`config.mk`:
```
export PLATFORM = sky130hd
export DESIGN_NAME = pixel_gather
export DESIGN_NICKNAME = d
export VERILOG_FILES = /design/src/rtl/pixel_gather.sv
export SDC_FILE = /design/constraint.sdc
export NUM_CORES = 1
export LEC_CHECK = 0
export ABC_AREA = 0
export ABC_CLOCK_PERIOD_IN_PS = 4050
export CAP_MARGIN = 20
export CELL_PAD_IN_SITES_DETAIL_PLACEMENT = 0
export CELL_PAD_IN_SITES_GLOBAL_PLACEMENT = 1
export CORE_ASPECT_RATIO = 0.9
export CORE_UTILIZATION = 42
export DETAILED_ROUTE_END_ITERATION = 16
export GPL_TIMING_DRIVEN = 0
export HOLD_SLACK_MARGIN = 0.03
export PLACE_DENSITY_LB_ADDON = 0.1
export SYNTH_ARGS = -nofsm -noshare
export SYNTH_HDL_FRONTEND = slang
export SYNTH_SLANG_ARGS = --single-unit
```
`constraint.sdc`:
```
create_clock -name HCLK -period 4.05 [get_ports HCLK]
set_input_delay 1.0125 -clock HCLK [delete_from_list [all_inputs] [get_ports HCLK]]
set_output_delay 1.0125 -clock HCLK [all_outputs]
set_load 0.05 [all_outputs]
```
`src/rtl/pixel_gather.sv`:
```
// pixel_gather: collects a raster of RGB pixels arriving one per HSYNC cycle
// and emits them packed LANES-wide. Each beat is flagged with line-end and
// frame-end markers. A VSYNC arriving mid-frame aborts the frame and restarts it.
//
// state  | meaning
// -------+-----------------------------------------------------------
// IDLE   | after reset; pixels ignored, waiting for first VSYNC
// ACTIVE | frame in progress; pixels accepted and packed into beats
// DONE   | full frame delivered; FRAME_DONE held until next VSYNC

module pixel_gather #(
  parameter int WIDTH  = 768,
  parameter int HEIGHT = 512,
  parameter int LANES  = 4
) (
  input  logic                 HCLK,
  input  logic                 HRESET,
  input  logic                 VSYNC,
  input  logic                 HSYNC,
  input  logic [7:0]           DATA_R,
  input  logic [7:0]           DATA_G,
  input  logic [7:0]           DATA_B,
  output logic                 OUT_VALID,
  output logic [8*LANES-1:0]   OUT_R,
  output logic [8*LANES-1:0]   OUT_G,
  output logic [8*LANES-1:0]   OUT_B,
  output logic                 OUT_LINE_END,
  output logic                 OUT_FRAME_END,
  output logic                 FRAME_DONE,
  output logic                 ERR_ABORT
);

  localparam int XW = (WIDTH  > 1) ? $clog2(WIDTH)  : 1;
  localparam int YW = (HEIGHT > 1) ? $clog2(HEIGHT) : 1;
  localparam int LW = (LANES  > 1) ? $clog2(LANES)  : 1;

  localparam logic [XW-1:0] X_LAST    = XW'(WIDTH - 1);
  localparam logic [YW-1:0] Y_LAST    = YW'(HEIGHT - 1);
  localparam logic [LW-1:0] LANE_LAST = LW'(LANES - 1);

  typedef enum logic [1:0] {
    IDLE   = 2'd0,
    ACTIVE = 2'd1,
    DONE   = 2'd2
  } state_t;

  state_t               state;
  logic [XW-1:0]        x;
  logic [YW-1:0]        y;
  logic [LW-1:0]        lane_cnt;
  logic [8*LANES-1:0]   buf_r;
  logic [8*LANES-1:0]   buf_g;
  logic [8*LANES-1:0]   buf_b;

  logic                 pixel_take;
  logic                 lane_last;
  logic                 x_last;
  logic                 y_last;
  logic [8*LANES-1:0]   pack_r;
  logic [8*LANES-1:0]   pack_g;
  logic [8*LANES-1:0]   pack_b;

  // VSYNC always wins over HSYNC, so a coincident pixel is never accepted.
  assign pixel_take = (state == ACTIVE) && HSYNC && !VSYNC;
  assign lane_last  = (lane_cnt == LANE_LAST);
  assign x_last     = (x == X_LAST);
  assign y_last     = (y == Y_LAST);

  // Merge the incoming pixel into its lane slot so a completed beat can be
  // registered straight to the outputs in the same cycle as its last pixel.
  always_comb begin
    pack_r = buf_r;
    pack_g = buf_g;
    pack_b = buf_b;
    pack_r[{lane_cnt, 3'b000} +: 8] = DATA_R;
    pack_g[{lane_cnt, 3'b000} +: 8] = DATA_G;
    pack_b[{lane_cnt, 3'b000} +: 8] = DATA_B;
  end

  // Frame FSM with counters, lane buffers and registered outputs.
  always_ff @(posedge HCLK) begin
    if (HRESET) begin
      state         <= IDLE;
      x             <= '0;
      y             <= '0;
      lane_cnt      <= '0;
      buf_r         <= '0;
      buf_g         <= '0;
      buf_b         <= '0;
      OUT_VALID     <= 1'b0;
      OUT_R         <= '0;
      OUT_G         <= '0;
      OUT_B         <= '0;
      OUT_LINE_END  <= 1'b0;
      OUT_FRAME_END <= 1'b0;
      FRAME_DONE    <= 1'b0;
      ERR_ABORT     <= 1'b0;
    end else begin
      // Pulses default low; beat data holds its last value.
      OUT_VALID     <= 1'b0;
      OUT_LINE_END  <= 1'b0;
      OUT_FRAME_END <= 1'b0;
      ERR_ABORT     <= 1'b0;

      unique case (state)
        IDLE: begin
          if (VSYNC) begin
            state    <= ACTIVE;
            x        <= '0;
            y        <= '0;
            lane_cnt <= '0;
          end
        end

        ACTIVE: begin
          if (VSYNC) begin
            // Restart the frame; any partially filled beat is dropped.
            x         <= '0;
            y         <= '0;
            lane_cnt  <= '0;
            ERR_ABORT <= 1'b1;
          end else if (pixel_take) begin
            buf_r <= pack_r;
            buf_g <= pack_g;
            buf_b <= pack_b;

            if (lane_last) begin
              lane_cnt      <= '0;
              OUT_VALID     <= 1'b1;
              OUT_R         <= pack_r;
              OUT_G         <= pack_g;
              OUT_B         <= pack_b;
              OUT_LINE_END  <= x_last;
              OUT_FRAME_END <= x_last && y_last;
            end else begin
              lane_cnt <= lane_cnt + LW'(1);
            end

            if (x_last) begin
              x <= '0;
              if (y_last) begin
                y          <= '0;
                state      <= DONE;
                FRAME_DONE <= 1'b1;
              end else begin
                y <= y + YW'(1);
              end
            end else begin
              x <= x + XW'(1);
            end
          end
        end

        DONE: begin
          if (VSYNC) begin
            state      <= ACTIVE;
            FRAME_DONE <= 1'b0;
            x          <= '0;
            y          <= '0;
            lane_cnt   <= '0;
          end
        end

        default: begin
          state <= IDLE;
        end
      endcase
    end
  end

endmodule

```
======== Yosys cells after proc, flatten, opt, wreduce, memory -nomap -nowiden ========
Index checks and enable logic that the tools add are counted.
operators by class
  equal/unequal tests ..................... 13
  shift-type cells ........................ 4
  bitwise operators ....................... 4
  muxes and demuxes ....................... 33
  reductions and logical operators ........ 17
  $add $sub $neg .......................... 4
operator list
  cell                                                  number
  bitwise mux 32 bit                                    3
  indexed part select 8 x 7 -> 32 bit                   3
  two-way mux 9 bit                                     5
  two-way mux 10 bit                                    4
  variable shift 8 x 7 -> 32 bit, first input constant  1
  case mux 10 bit (2 select lines)                      1
  two-way mux 2 bit                                     9
  case mux 9 bit (2 select lines)                       1
  adder 10 x 1 -> 10 bit, second input constant         1
  == test 10 bit, second input constant                 1
  != test 2 bit, second input constant                  5
  adder 9 x 1 -> 9 bit, second input constant           1
  == test 9 bit, second input constant                  1
  case mux 2 bit (2 select lines)                       2
  AND reduction 4 bit                                   2
  two-way mux 1 bit                                     7
  negation 5 -> 7 bit                                   1
  != test 3 bit, second input constant                  2
  AND reduction 3 bit                                   2
  AND reduction 6 bit                                   1
  AND reduction 5 bit                                   1
  OR reduction 5 bit                                    1
  == test 2 bit, second input constant                  2
  inverter 1 bit                                        4
  10 further kinds                                      14
word-level totals
  logic and storage cells ................. 90
  register bits after elaboration ......... 220
  bits of input ports ..................... 28

======== Logic depth before layout (Yosys ltp) ========
Gate-level depths: netlist of the first run.
  depth in word-level cells ............... 6
  gate-level depth with buffers ........... 10
  gate-level depth less buffers ........... 9

======== Worst setup path after synthesis of the first run ========
OpenSTA, ideal clock, no wires.
  path kind ............................... flip-flop to flip-flop
  start point ............................. register y[0]
  end point ............................... register y[3]
  arrival ................................. 2261 ps
  cell stages (with the launch flop) ...... 10
  buffers on the path ..................... 1
  path slack .............................. 1688 ps
  required time ........................... 3949 ps
  path through ............................ dfxtp_1 > ha_1 > and3_1 > nand3_1 > nor2_1 > ha_1 > or3b_2 > clkbuf_1 > or3b_1 > o41ai_1
between the ends
  longest elaborated chain between the ends .. 6
  elaborated cells between the ends (all ways) .. 7
ends and longest elaborated chain
  item                                                          line     text
  start, declared                                               49       logic [YW-1:0] y;
  start signal, assigned                                        146      y <= y + YW'(1);
  adder 9 x 1 -> 9 bit / == test 9 bit (equally long branches)  146, 67
  two-way mux 9 bit (*)                                         141      if (y_last) begin
  two-way mux 9 bit (*)                                         139      if (x_last) begin
  two-way mux 9 bit (*)                                         122      end else if (pixel_take) begin
  two-way mux 9 bit (*)                                         116      if (VSYNC) begin
  case mux 9 bit (2 select lines) (*)                           105      unique case (state)
Mark *: on every way between the ends. The rest lies on a longest branch, timed or not. The select of a mux whose other input is x is not followed.
A chain may end at the register's enable or synchronous reset.

======== Worst setup path in the final report of the first run ========
  start point ............................. input port VSYNC
  end point ............................... register OUT_R[22]
between the ends
  longest elaborated chain between the ends .. 3
  elaborated cells between the ends (all ways) .. 4
ends and longest elaborated chain
  item                               line  text
  start, declared                    18    input logic VSYNC,
  zero test 1 bit                    64    assign pixel_take = (state == ACTIVE) && HSYNC && !VSYNC;
  logical AND 1 bit                  64
  AND reduction 4 bit (no line) (*)  --
  end signal, assigned               130   OUT_R <= pack_r;
  end, declared                      24    output logic [8*LANES-1:0] OUT_R,
Mark *: on every way between the ends. The rest lies on a longest branch, timed or not.

==> flow_metrics.py, run 1 <==
metrics = {
    "critical_path": {
        "arrival_ns": 3.72,
        "worst_path_most_repeated_cell": "buf_2",
        "slowest_stage": "clkdlybuf4s50_1",
        "cp-end-kind": "flip-flop",
        "timing.rr.start": "lane_cnt[0]",
        "cp-start-kind": "primary input",
        "worstSetupPathType": "primary input to flip-flop",
        "rr_endpoint": "OUT_R[15]",
        "r2r_cells": 7,
        "path_cells": "clkdlybuf4s50_1 > nor4bb_1 > buf_2 > and2_1 > clkbuf_1 > buf_2 > buf_2 > a211oi_1",
        "slowest_delay_ns": 0.58,
        "path_max_fanout": 10,
        "r2r_setup_slack_ns": 1.25,
        "cp_data_required_time_ns": 4.34,
        "critPathLaunch": "VSYNC",
    },
    "place": {
        "portBuffers": 127,
        "place_hpwl_um": 16100,
        "placedInstanceArea_um2": 9263,
        "gp_congestion": 0.7701,
        "place_inst": 1238,
        "pre_cts_slack_ns": 0.2508,
    },
    "sta": {
        "fin_setup_tns_ns": 0,
        "setup_viol": 0,
        "timing.slew.headroom_pct": 30.07,
        "period_share_pct": 84.63,
        "fin_hold_ws_ns": 0.4565,
        "final.setup.worst_slack_ns": 0.6224,
        "rsz0062_at_grt": "false",
        "tightestPinTransition_ns": 1.041,
        "maxSlewViolCount": 0,
        "skew_ns": 0.009353,
        "max_freq_mhz": 291.8,
        "hold_viol": 0,
        "layout_min_cycle_time_ns": 3.428,
    },
    "finish": {
        "final_area_um2": 9863,
        "layout.nets": 1053,
        "post-route-util_pct": 55.46,
        "area_delta_synth_final_pct": 28.24,
        "drive_above_1_share_pct": 5.631,
        "final_cells": 1270,
        "antennaDiodeCount": 0,
    },
    "floorplanning": {
        "initial_core_util_pct": 43.25,
        "coreArea_um2": 17780,
        "die_x_um": 144.6,
        "row_count": 46,
        "die_h_um": 130.4,
        "dieArea_um2": 18860,
        "ios": 129,
    },
    "worst_hold_path": {
        "worstHoldStart": "OUT_R[27]",
        "min_to": "OUT_R[27]",
        "hold_class": "flip-flop to flip-flop",
        "hold_depth": 2,
    },
    "outcome": {
        "status": "finished clean",
    },
    "global_route": {
        "globalRouteMet3Util_pct": 4.810,
        "antenna_found_initial": 0,
        "gr-total-overflow": 0,
        "grt_use_met2_pct": 37.84,
        "met1_usage_pct": 36.03,
        "grt_max_degree": 18,
        "grt_usage_pct": 24.73,
        "grt_pass1_vias": 6193,
        "grt_pass1_wl_um": 35050,
        "grt.busiest_layer": "met2",
    },
    "power_and_ir_drop": {
        "p_switching_mw": 0.9409,
        "power_mw": 3.959,
        "ir_drop_mv": 0.2768,
        "pwr-share-clk_pct": 44.0,
        "power-per-cell-area_nw_per_um2": 401.4,
        "p_int_mw": 3.018,
        "power_frac_comb_pct": 6.2,
        "p_leak_nw": 3.195,
        "swShare_pct": 23.76,
        "seq_power_share_pct": 49.8,
    },
    "synth": {
        "syn_inst": 871,
        "syn_nets": 907,
        "synth_edf_count": 0,
        "synthFlopType": "dfxtp_1",
        "yosys_register_bits": 196,
        "yosysSeqAreaShare_pct": 51.02,
        "syn_area_um2": 7691,
        "yosysUniqueCellTypes": 48,
        "syn_area_per_cell_um2": 8.830,
        "yosysWarningCount": 0,
        "synthArstFlopShare_pct": 0,
    },
    "clocking": {
        "clk_latency_ns": 0.44,
        "cts_resized": 0,
        "h-tree-depth": 4,
        "clock_path_buffers": 2,
        "clkSinkCount": 196,
        "cts_tree": "yes",
        "clk_pin_slew_ns": 0.07,
        "cts_setup_buffers": 0,
        "root_buffer": "clkbuf_16",
        "cts_buffers": 17,
        "postCtsHoldBufs": 0,
    },
    "route": {
        "dr.first_iter.drc_count": 425,
        "first_pass_iters": 4,
        "dr_total_vias": 6907,
        "route.detailed.drc": 0,
        "routedWlPerCell_um": 17.92,
        "vias_per_cell": 5.439,
        "drt-total-wl_um": 22760,
        "ant_nets": 0,
    },
    "job": {
        "drv_cap": 0,
    },
}
## registers in the layout, indices dropped and copies added, names as in the netlist
name	flops
y	9
OUT_VALID	1
OUT_FRAME_END	1
buf_b	24
lane_cnt	2
FRAME_DONE	1
ERR_ABORT	1
OUT_B	32
state	2
buf_r	24
x	10
OUT_G	32
OUT_R	32
OUT_LINE_END	1
buf_g	24
## cell families after synthesis
group / count (synthesis) / synth area share, %
AOI/OAI and AO/OA: 272 / 24.66
xor gates and xnor gates: 6 / 0.6833
DFF: 196 / 51.02
and+or+nand+nor: 298 / 17.57
buffers and inverters: 91 / 4.767
adders and majority gates: 8 / 1.301
## how the worst max path moves through the flow
stage	to	slack, ns	depth (start not counted)
after floorplan	y[3]	1.69	9
after global placement	OUT_B[4]	0.24	8
after detailed placement	OUT_R[22]	0.25	8
after CTS	OUT_R[22]	0.70	8
after global routing	OUT_R[22]	0.54	8
final	OUT_R[22]	0.62	8
## final cells by class
| cell class | count | area (um2) |
|---|---|---|
| Buffer | 81 | 329.1 |
| Multi-Input combinational cell | 584 | 3401 |
| Fill cell | 1685 | 7921 |
| Inverter | 10 | 37.54 |
| Clock buffer | 18 | 429.2 |
| Clock inverter | 14 | 171.4 |
| Sequential cell | 196 | 3924 |
| Tap cell | 240 | 300.3 |
| Timing Repair Buffer | 127 | 1271 |
## power groups by stage
stage / sequential, mW / combinational (mW) / clock, mW
6_report: 1.97 / 0.246 / 1.74
5_1_grt: 1.98 / 0.268 / 1.85
4_1_cts: 1.97 / 0.244 / 1.77
3_5_place_dp: 2.02 / 0.242 / 0
3_3_place_gp: 2.02 / 0.243 / 0
2_1_floorplan: 2.02 / 0.140 / 0
## layout by cell type, fill, tap and decap left out, types with 2 or more instances in the layout
master / n
dfxtp_1: 196
nor2_1: 159
clkdlybuf4s50_1: 127
a211oi_1: 126
clkbuf_1: 62
a21oi_1: 60
nand2_1: 59
a22oi_1: 47
nor2b_1: 25
buf_2: 20
clkbuf_16: 17
nor3_1: 14
inv_1: 9
a221oi_1: 9
ha_1: 8
nand3_1: 7
xnor2_1: 6
o21ai_0: 6
and2_1: 5
o311ai_0: 5
inv_6: 5
and3_1: 4
o31ai_1: 4
nor4_1: 3
nor4bb_1: 3
a311oi_1: 3
nor3b_1: 3
a31oi_1: 3
bufinv_16: 3
clkinv_2: 3
clkinvlp_4: 3
nand2b_1: 2
o41ai_1: 2
or4_1: 2
## cell usage after synthesis (all sizes together), types with 2 or more instances
cell type,n,area (um2)
dfxtp,196,3924
nor2,159,596.8
a211oi,126,945.9
clkbuf,61,229.0
a21oi,60,300.3
nand2,59,221.5
a22oi,47,352.8
nor2b,25,156.4
buf,20,100.1
nor3,14,70.07
a221oi,9,78.83
inv,9,33.78
ha,8,100.1
nand3,7,35.03
o21ai,7,35.03
xnor2,6,52.55
and2,5,31.28
o311ai,5,43.79
and3,4,25.02
o31ai,4,30.03
a311oi,3,26.28
a31oi,3,18.77
nor3b,3,22.52
nor4,3,18.77
nor4bb,3,30.03
or4,3,26.27
nand2b,2,12.51
nand4,2,27.53
o41ai,2,17.52
or2,2,12.52
or3,2,17.52
or3b,2,17.52
## per-layer routing
layer | vias up | part of all wire [%] | routed length, um
li1 | 3424 | - | -
met1 | 3282 | 49 | 11120
met2 | 182 | 45 | 10170
met3 | 19 | 5.5 | 1261
met4 | 0 | 0.87 | 199
met5 | - | 0 | 0
## worst max-delay path, delay by kind of cell
kind / cells / cell delay (ns)
buffers and inverters: 5 / 2.09
AND/OR/NAND/NOR: 2 / 0.49
AO/OA/AOI/OAI: 1 / 0.11
(Power assumes the default switching activity.)
==> run 2, diff against run 1 <==
--- a/config.mk
+++ b/config.mk
@@ -6,12 +6,12 @@
 export NUM_CORES = 1
 export LEC_CHECK = 0
 export ABC_AREA = 0
-export ABC_CLOCK_PERIOD_IN_PS = 4050
+export ABC_CLOCK_PERIOD_IN_PS = 3500
 export CAP_MARGIN = 20
 export CELL_PAD_IN_SITES_DETAIL_PLACEMENT = 0
 export CELL_PAD_IN_SITES_GLOBAL_PLACEMENT = 1
 export CORE_ASPECT_RATIO = 0.9
-export CORE_UTILIZATION = 42
+export CORE_UTILIZATION = 39
 export DETAILED_ROUTE_END_ITERATION = 16
 export GPL_TIMING_DRIVEN = 0
 export HOLD_SLACK_MARGIN = 0.03
==> constraint.sdc (replaced) <==
create_clock -name HCLK -period 3.5 [get_ports HCLK]
set_input_delay 0.875 -clock HCLK [delete_from_list [all_inputs] [get_ports HCLK]]
set_output_delay 0.875 -clock HCLK [all_outputs]
set_load 0.05 [all_outputs]
==> flow_metrics.py, run 2 (same netlist as run 1, synthesis figures left out) <==
metrics = {
    "sta": {
        "tightestPinTransition_ns": 0.7114,
        "fin_setup_tns_ns": 0,
        "layout_min_cycle_time_ns": 3.217,
        "setup_viol": 0,
        "timing.slew.headroom_pct": 52.57,
        "skew_ns": 0.01206,
        "final.setup.worst_slack_ns": 0.2829,
        "rsz0062_at_grt": "false",
        "maxSlewViolCount": 0,
        "fin_hold_ws_ns": 0.4596,
        "hold_viol": 0,
        "max_freq_mhz": 310.8,
        "period_share_pct": 91.92,
    },
    "global_route": {
        "met1_usage_pct": 34.05,
        "grt_usage_pct": 24.02,
        "globalRouteMet3Util_pct": 5.320,
        "grt_pass1_wl_um": 37120,
        "antenna_found_initial": 0,
        "gr-total-overflow": 0,
        "grt.busiest_layer": "met2",
        "grt_pass1_vias": 6536,
        "grt_use_met2_pct": 37.09,
        "grt_max_degree": 18,
    },
    "critical_path": {
        "path_cells": "clkdlybuf4s50_1 > nor4bb_1 > buf_2 > and2_1 > clkbuf_1 > buf_2 > buf_2 > a211oi_1",
        "arrival_ns": 3.51,
        "worstSetupPathType": "primary input to flip-flop",
        "path_max_fanout": 10,
        "timing.rr.start": "lane_cnt[0]",
        "slowest_stage": "clkdlybuf4s50_1",
        "critPathLaunch": "VSYNC",
        "slowest_delay_ns": 0.57,
        "cp-start-kind": "primary input",
        "worst_path_most_repeated_cell": "buf_2",
        "cp_data_required_time_ns": 3.80,
        "cp-end-kind": "flip-flop",
    },
    "clocking": {
        "cts_buffers": 17,
        "clkSinkCount": 196,
        "h-tree-depth": 4,
        "cts_resized": 0,
        "clk_latency_ns": 0.44,
        "cts_tree": "yes",
        "postCtsHoldBufs": 0,
        "clock_path_buffers": 2,
        "root_buffer": "clkbuf_16",
        "clk_pin_slew_ns": 0.07,
        "cts_setup_buffers": 0,
    },
    "floorplanning": {
        "coreArea_um2": 19220,
        "ios": 129,
        "dieArea_um2": 20290,
        "row_count": 48,
        "die_x_um": 150.0,
        "die_h_um": 135.2,
        "initial_core_util_pct": 40.02,
    },
    "place": {
        "placedInstanceArea_um2": 9275,
        "pre_cts_slack_ns": -0.1735,
        "place_hpwl_um": 16730,
        "portBuffers": 127,
        "gp_congestion": 0.7752,
    },
    "route": {
        "ant_nets": 0,
        "route.detailed.drc": 0,
        "routedWlPerCell_um": 18.51,
        "drt-total-wl_um": 23710,
        "dr_total_vias": 6930,
        "dr.first_iter.drc_count": 398,
        "first_pass_iters": 5,
        "vias_per_cell": 5.410,
    },
    "worst_hold_path": {
        "worstHoldStart": "OUT_G[25]",
        "hold_class": "flip-flop to flip-flop",
    },
    "finish": {
        "fill_cells": 1857,
        "final_area_um2": 9896,
        "layout.nets": 1054,
        "final_common_cell": "dfxtp_1",
        "area_delta_synth_final_pct": 28.66,
        "antennaDiodeCount": 0,
        "final_cell_mix": "dfxtp_1 (196), nor2_1 (159), clkdlybuf4s50_1 (127)",
        "largestRegisters": "OUT_B x32, OUT_G x32, OUT_R x32",
        "drive_above_1_share_pct": 5.723,
    },
    "power_and_ir_drop": {
        "power-per-cell-area_nw_per_um2": 469.8,
        "power_frac_comb_pct": 6.2,
        "swShare_pct": 24.33,
        "pwr-share-clk_pct": 44.7,
        "p_switching_mw": 1.131,
        "p_int_mw": 3.518,
        "power_mw": 4.649,
        "seq_power_share_pct": 49.1,
        "ir_drop_mv": 0.3157,
        "p_leak_nw": 3.209,
    },
    "job": {
        "drv_cap": 0,
    },
    "outcome": {
        "status": "finished clean",
    },
}
[run 2: cell types whose count changed in the layout (fill, tap and decap cells not counted), sizes merged]
| cell | delta |
|---|---|
| clkinvlp | -1 |
| clkbuf | +2 |
[run 2: power by group through the flow]
stage / clock [mW] / sequential, mW / combinational, mW
finish: 2.08 / 2.28 / 0.287
global placement: 0 / 2.33 / 0.285
global route: 2.20 / 2.29 / 0.314
detailed placement: 0 / 2.33 / 0.285
CTS: 2.11 / 2.28 / 0.286
floorplan: 0 / 2.33 / 0.162
[run 2: path summary, 6_finish.rpt]
path / slack [ns] / end / cells after the start
setup / recovery: 0.28 / OUT_R[22] / 8
hold / removal: 0.46 / OUT_G[25] / 2
setup reg to reg: 0.82 / buf_g[7] / 7
hold reg to reg: 0.46 / OUT_G[25] / 2
[run 2: area by class of cell]
class / count / area [um2] / share of cell area, %
Buffer: 81 / 329.1 / 3.325
Clock buffer: 19 / 442.9 / 4.476
Clock inverter: 13 / 170.2 / 1.720
Inverter: 10 / 37.54 / 0.3793
Multi-Input combinational cell: 584 / 3401 / 34.37
Sequential cell: 196 / 3924 / 39.65
Tap cell: 250 / 312.8 / 3.161
Timing Repair Buffer: 128 / 1279 / 12.92
[run 2: stage by stage]
stage               util, %  cells
finish                51.49   1281
global route          51.49   1281
floorplan                 -    871
detailed placement    48.26   1248
global placement      48.26   1248
CTS                   51.45   1280
[run 2: routing by layer]
metal / wire length (um) / part of all wire [%] / vias up
li1: - / - / 3414
met1: 11560 / 49 / 3347
met2: 10830 / 46 / 149
met3: 1108 / 4.7 / 20
met4: 206 / 0.87 / 0
met5: 0 / 0 / -
[run 2: worst max-delay path: cells and delay by family]
family          cells  cell delay [ns]
compound gates      1             0.12
simple gates        2             0.49
buf+inv             5             2.02
==> run 3, diff against run 2 <==
--- a/config.mk
+++ b/config.mk
@@ -5,7 +5,7 @@
 export SDC_FILE = /design/constraint.sdc
 export NUM_CORES = 1
 export LEC_CHECK = 0
-export ABC_AREA = 0
+export ABC_AREA = 1
 export ABC_CLOCK_PERIOD_IN_PS = 3500
 export CAP_MARGIN = 20
 export CELL_PAD_IN_SITES_DETAIL_PLACEMENT = 0
@@ -15,7 +15,7 @@
 export DETAILED_ROUTE_END_ITERATION = 16
 export GPL_TIMING_DRIVEN = 0
 export HOLD_SLACK_MARGIN = 0.03
-export PLACE_DENSITY_LB_ADDON = 0.1
+export PLACE_DENSITY = 0.88
 export SYNTH_ARGS = -nofsm -noshare
 export SYNTH_HDL_FRONTEND = slang
 export SYNTH_SLANG_ARGS = --single-unit
==> flow_metrics.py, run 3 <==
metrics = {
    "floorplanning": {
        "die_x_um": 155.2,
        "dieArea_um2": 21700,
        "coreArea_um2": 20770,
        "ios": 129,
        "die_h_um": 139.8,
        "row_count": 50,
        "initial_core_util_pct": 39.64,
    },
    "synth": {
        "yosysMostFrequentCell": "dfxtp_1",
        "synth_edf_count": 0,
        "synth.largest_area_cell": "dfxtp_1",
        "synthTopCellsByArea": "dfxtp_1 (48%), a21oi_1 (10%), o21ai_0 (8.0%)",
        "muxShareOfSynthArea_pct": 0,
        "synthArstFlopShare_pct": 0,
        "yosysWarningCount": 0,
        "synth_top_family_by_area": "compound AO/OA/AOI/OAI gates",
        "synth_common_cells": "dfxtp_1 (196), a21oi_1 (172), inv_1 (158)",
        "netlist.area_leader.share_pct": 47.65,
        "yosysSeqAreaShare_pct": 47.65,
        "syn_inst": 1102,
        "synth_compound_area_share_pct": 25.42,
        "synthAdderAreaFrac_pct": 1.216,
        "syn_area_um2": 8234,
        "synth_xor_area_share_pct": 0,
        "synthFlopType": "dfxtp_1",
        "yosys.area_share.simple_pct": 13.20,
        "yosysUniqueCellTypes": 32,
        "yosys_register_bits": 196,
        "syn_nets": 1138,
        "syn_area_per_cell_um2": 7.472,
    },
    "finish": {
        "final_common_cell": "dfxtp_1",
        "fill_cells": 2058,
        "largestRegisters": "OUT_B x32, OUT_G x32, OUT_R x32",
        "layout.nets": 1285,
        "area_delta_synth_final_pct": 27.28,
        "final_cell_mix": "dfxtp_1 (196), a21oi_1 (172), inv_1 (158)",
        "antennaDiodeCount": 0,
        "final_area_um2": 10480,
        "drive_above_1_share_pct": 7.290,
    },
    "clocking": {
        "cts_setup_buffers": 0,
        "clkSinkCount": 196,
        "h-tree-depth": 4,
        "cts_buffers": 17,
        "root_buffer": "clkbuf_16",
        "cts_resized": 0,
        "clk_pin_slew_ns": 0.07,
        "clock_path_buffers": 2,
        "cts_tree": "yes",
        "postCtsHoldBufs": 0,
        "clk_latency_ns": 0.44,
    },
    "global_route": {
        "antenna_found_initial": 0,
        "gr-total-overflow": 0,
        "grt_usage_pct": 24.14,
        "grt_pass1_wl_um": 40230,
        "grt_pass1_vias": 7122,
        "grt_max_degree": 19,
    },
    "route": {
        "first_pass_iters": 5,
        "dr.first_iter.drc_count": 804,
        "ant_nets": 0,
        "vias_per_cell": 5.218,
        "dr_total_vias": 8078,
        "drt-total-wl_um": 26030,
        "routedWlPerCell_um": 16.82,
        "route.detailed.drc": 0,
    },
    "worst_hold_path": {
        "hold_class": "flip-flop to flip-flop",
    },
    "critical_path": {
        "worstSetupPathType": "flip-flop to primary output",
        "cp-end-kind": "primary output",
        "path_cells": "clkdlybuf4s50_1",
        "slowest_delay_ns": 0.84,
        "cpLargestDelayFamily": "buffers and inverters",
        "worst-path-buf-inv": 1,
        "cp_data_required_time_ns": 2.62,
        "slowest_stage": "clkdlybuf4s50_1",
        "arrival_ns": 1.69,
        "cp-start-kind": "flip-flop",
        "path_max_fanout": 2,
    },
    "power_and_ir_drop": {
        "power-per-cell-area_nw_per_um2": 462.2,
        "ir_drop_mv": 0.2860,
        "power_mw": 4.843,
        "p_leak_nw": 3.985,
    },
    "sta": {
        "setup_viol": 0,
        "maxSlewViolCount": 0,
        "rsz0062_at_grt": "false",
        "period_share_pct": 73.37,
        "max_freq_mhz": 389.4,
        "tightestPinTransition_ns": 0.6275,
        "timing.slew.headroom_pct": 58.17,
        "skew_ns": 0.01287,
        "fin_setup_tns_ns": 0,
        "layout_min_cycle_time_ns": 2.568,
        "hold_viol": 0,
    },
    "place": {
        "portBuffers": 128,
        "gp_congestion": 0.8772,
        "placedInstanceArea_um2": 9873,
        "place_hpwl_um": 18840,
    },
    "outcome": {
        "status": "finished clean",
    },
    "job": {
        "drv_cap": 0,
    },
}
-- run 3: changes by cell type after synthesis, sizes merged, moves of 24 or more --
cell    before  now
o22ai        1   49
o21ai        7  154
a21oi       60  172
buf         20   51
clkbuf      61   36
inv          9  161
nor2b       25    1
nand2       59   92
nor2       159   95
a211oi     126    2
a22oi       47   11
nand3        7   32
-- run 3: cell families after synthesis --
| group | after synthesis |
|---|---|
| AO/OA/AOI/OAI | 397 |
| AND/OR/NAND/NOR | 252 |
| buffers and inverters | 249 |
| flip-flops | 196 |
| adder cells (fa/ha/maj) | 8 |
-- run 3: per-layer routing --
layer	vias up	global-route usage [%]	wire length, um
li1	3950	-	-
met3	28	4.422	2060
met2	324	34.92	11020
met5	-	0	0
met1	3776	36.11	12520
met4	0	6.931	431
-- run 3: layout make-up --
class,count,area (um2),share of cell area [%]
plain buffers,87,419.2,4.000
clock buffers,18,439.2,4.191
clock inverters,14,167.7,1.600
inverters,162,610.6,5.826
multi-input cells,657,3281,31.30
flip-flops and latches,196,3924,37.44
well taps,286,357.8,3.414
repair buffers,128,1281,12.23
-- run 3: power by group --
part | internal [mW] | switching (mW)
Combinational | 0.152 | 0.347
Sequential | 2.28 | 0.0262
Clock | 1.10 | 0.943
-- run 3: stage by stage --
| step | hold slack, ns | cells | worst slack (ns) | utilization [%] |
|---|---|---|---|---|
| final | 0.4543 | 1548 | 0.9320 | 50.46 |
| after detailed placement | 0.4484 | 1516 | 0.6918 | 47.54 |
| after global placement | 0.4440 | 1516 | 0.7241 | 47.54 |
| after global routing | 0.4868 | 1548 | 0.9054 | 50.46 |
| after CTS | 0.4592 | 1548 | 0.9519 | 50.46 |
| after floorplan | 0.4581 | 1102 | 1.721 | - |
-- run 3: worst paths after layout --
check / slack [ns] / to / start / cells past startpoint
worst min register to register: 0.45 / FRAME_DONE / FRAME_DONE / 2
worst min-delay path: 0.45 / FRAME_DONE / FRAME_DONE / 2
worst max-delay path: 0.93 / OUT_B[30] / OUT_B[30] / 1
worst max register to register: 1.07 / OUT_G[15] / lane_cnt[0] / 8
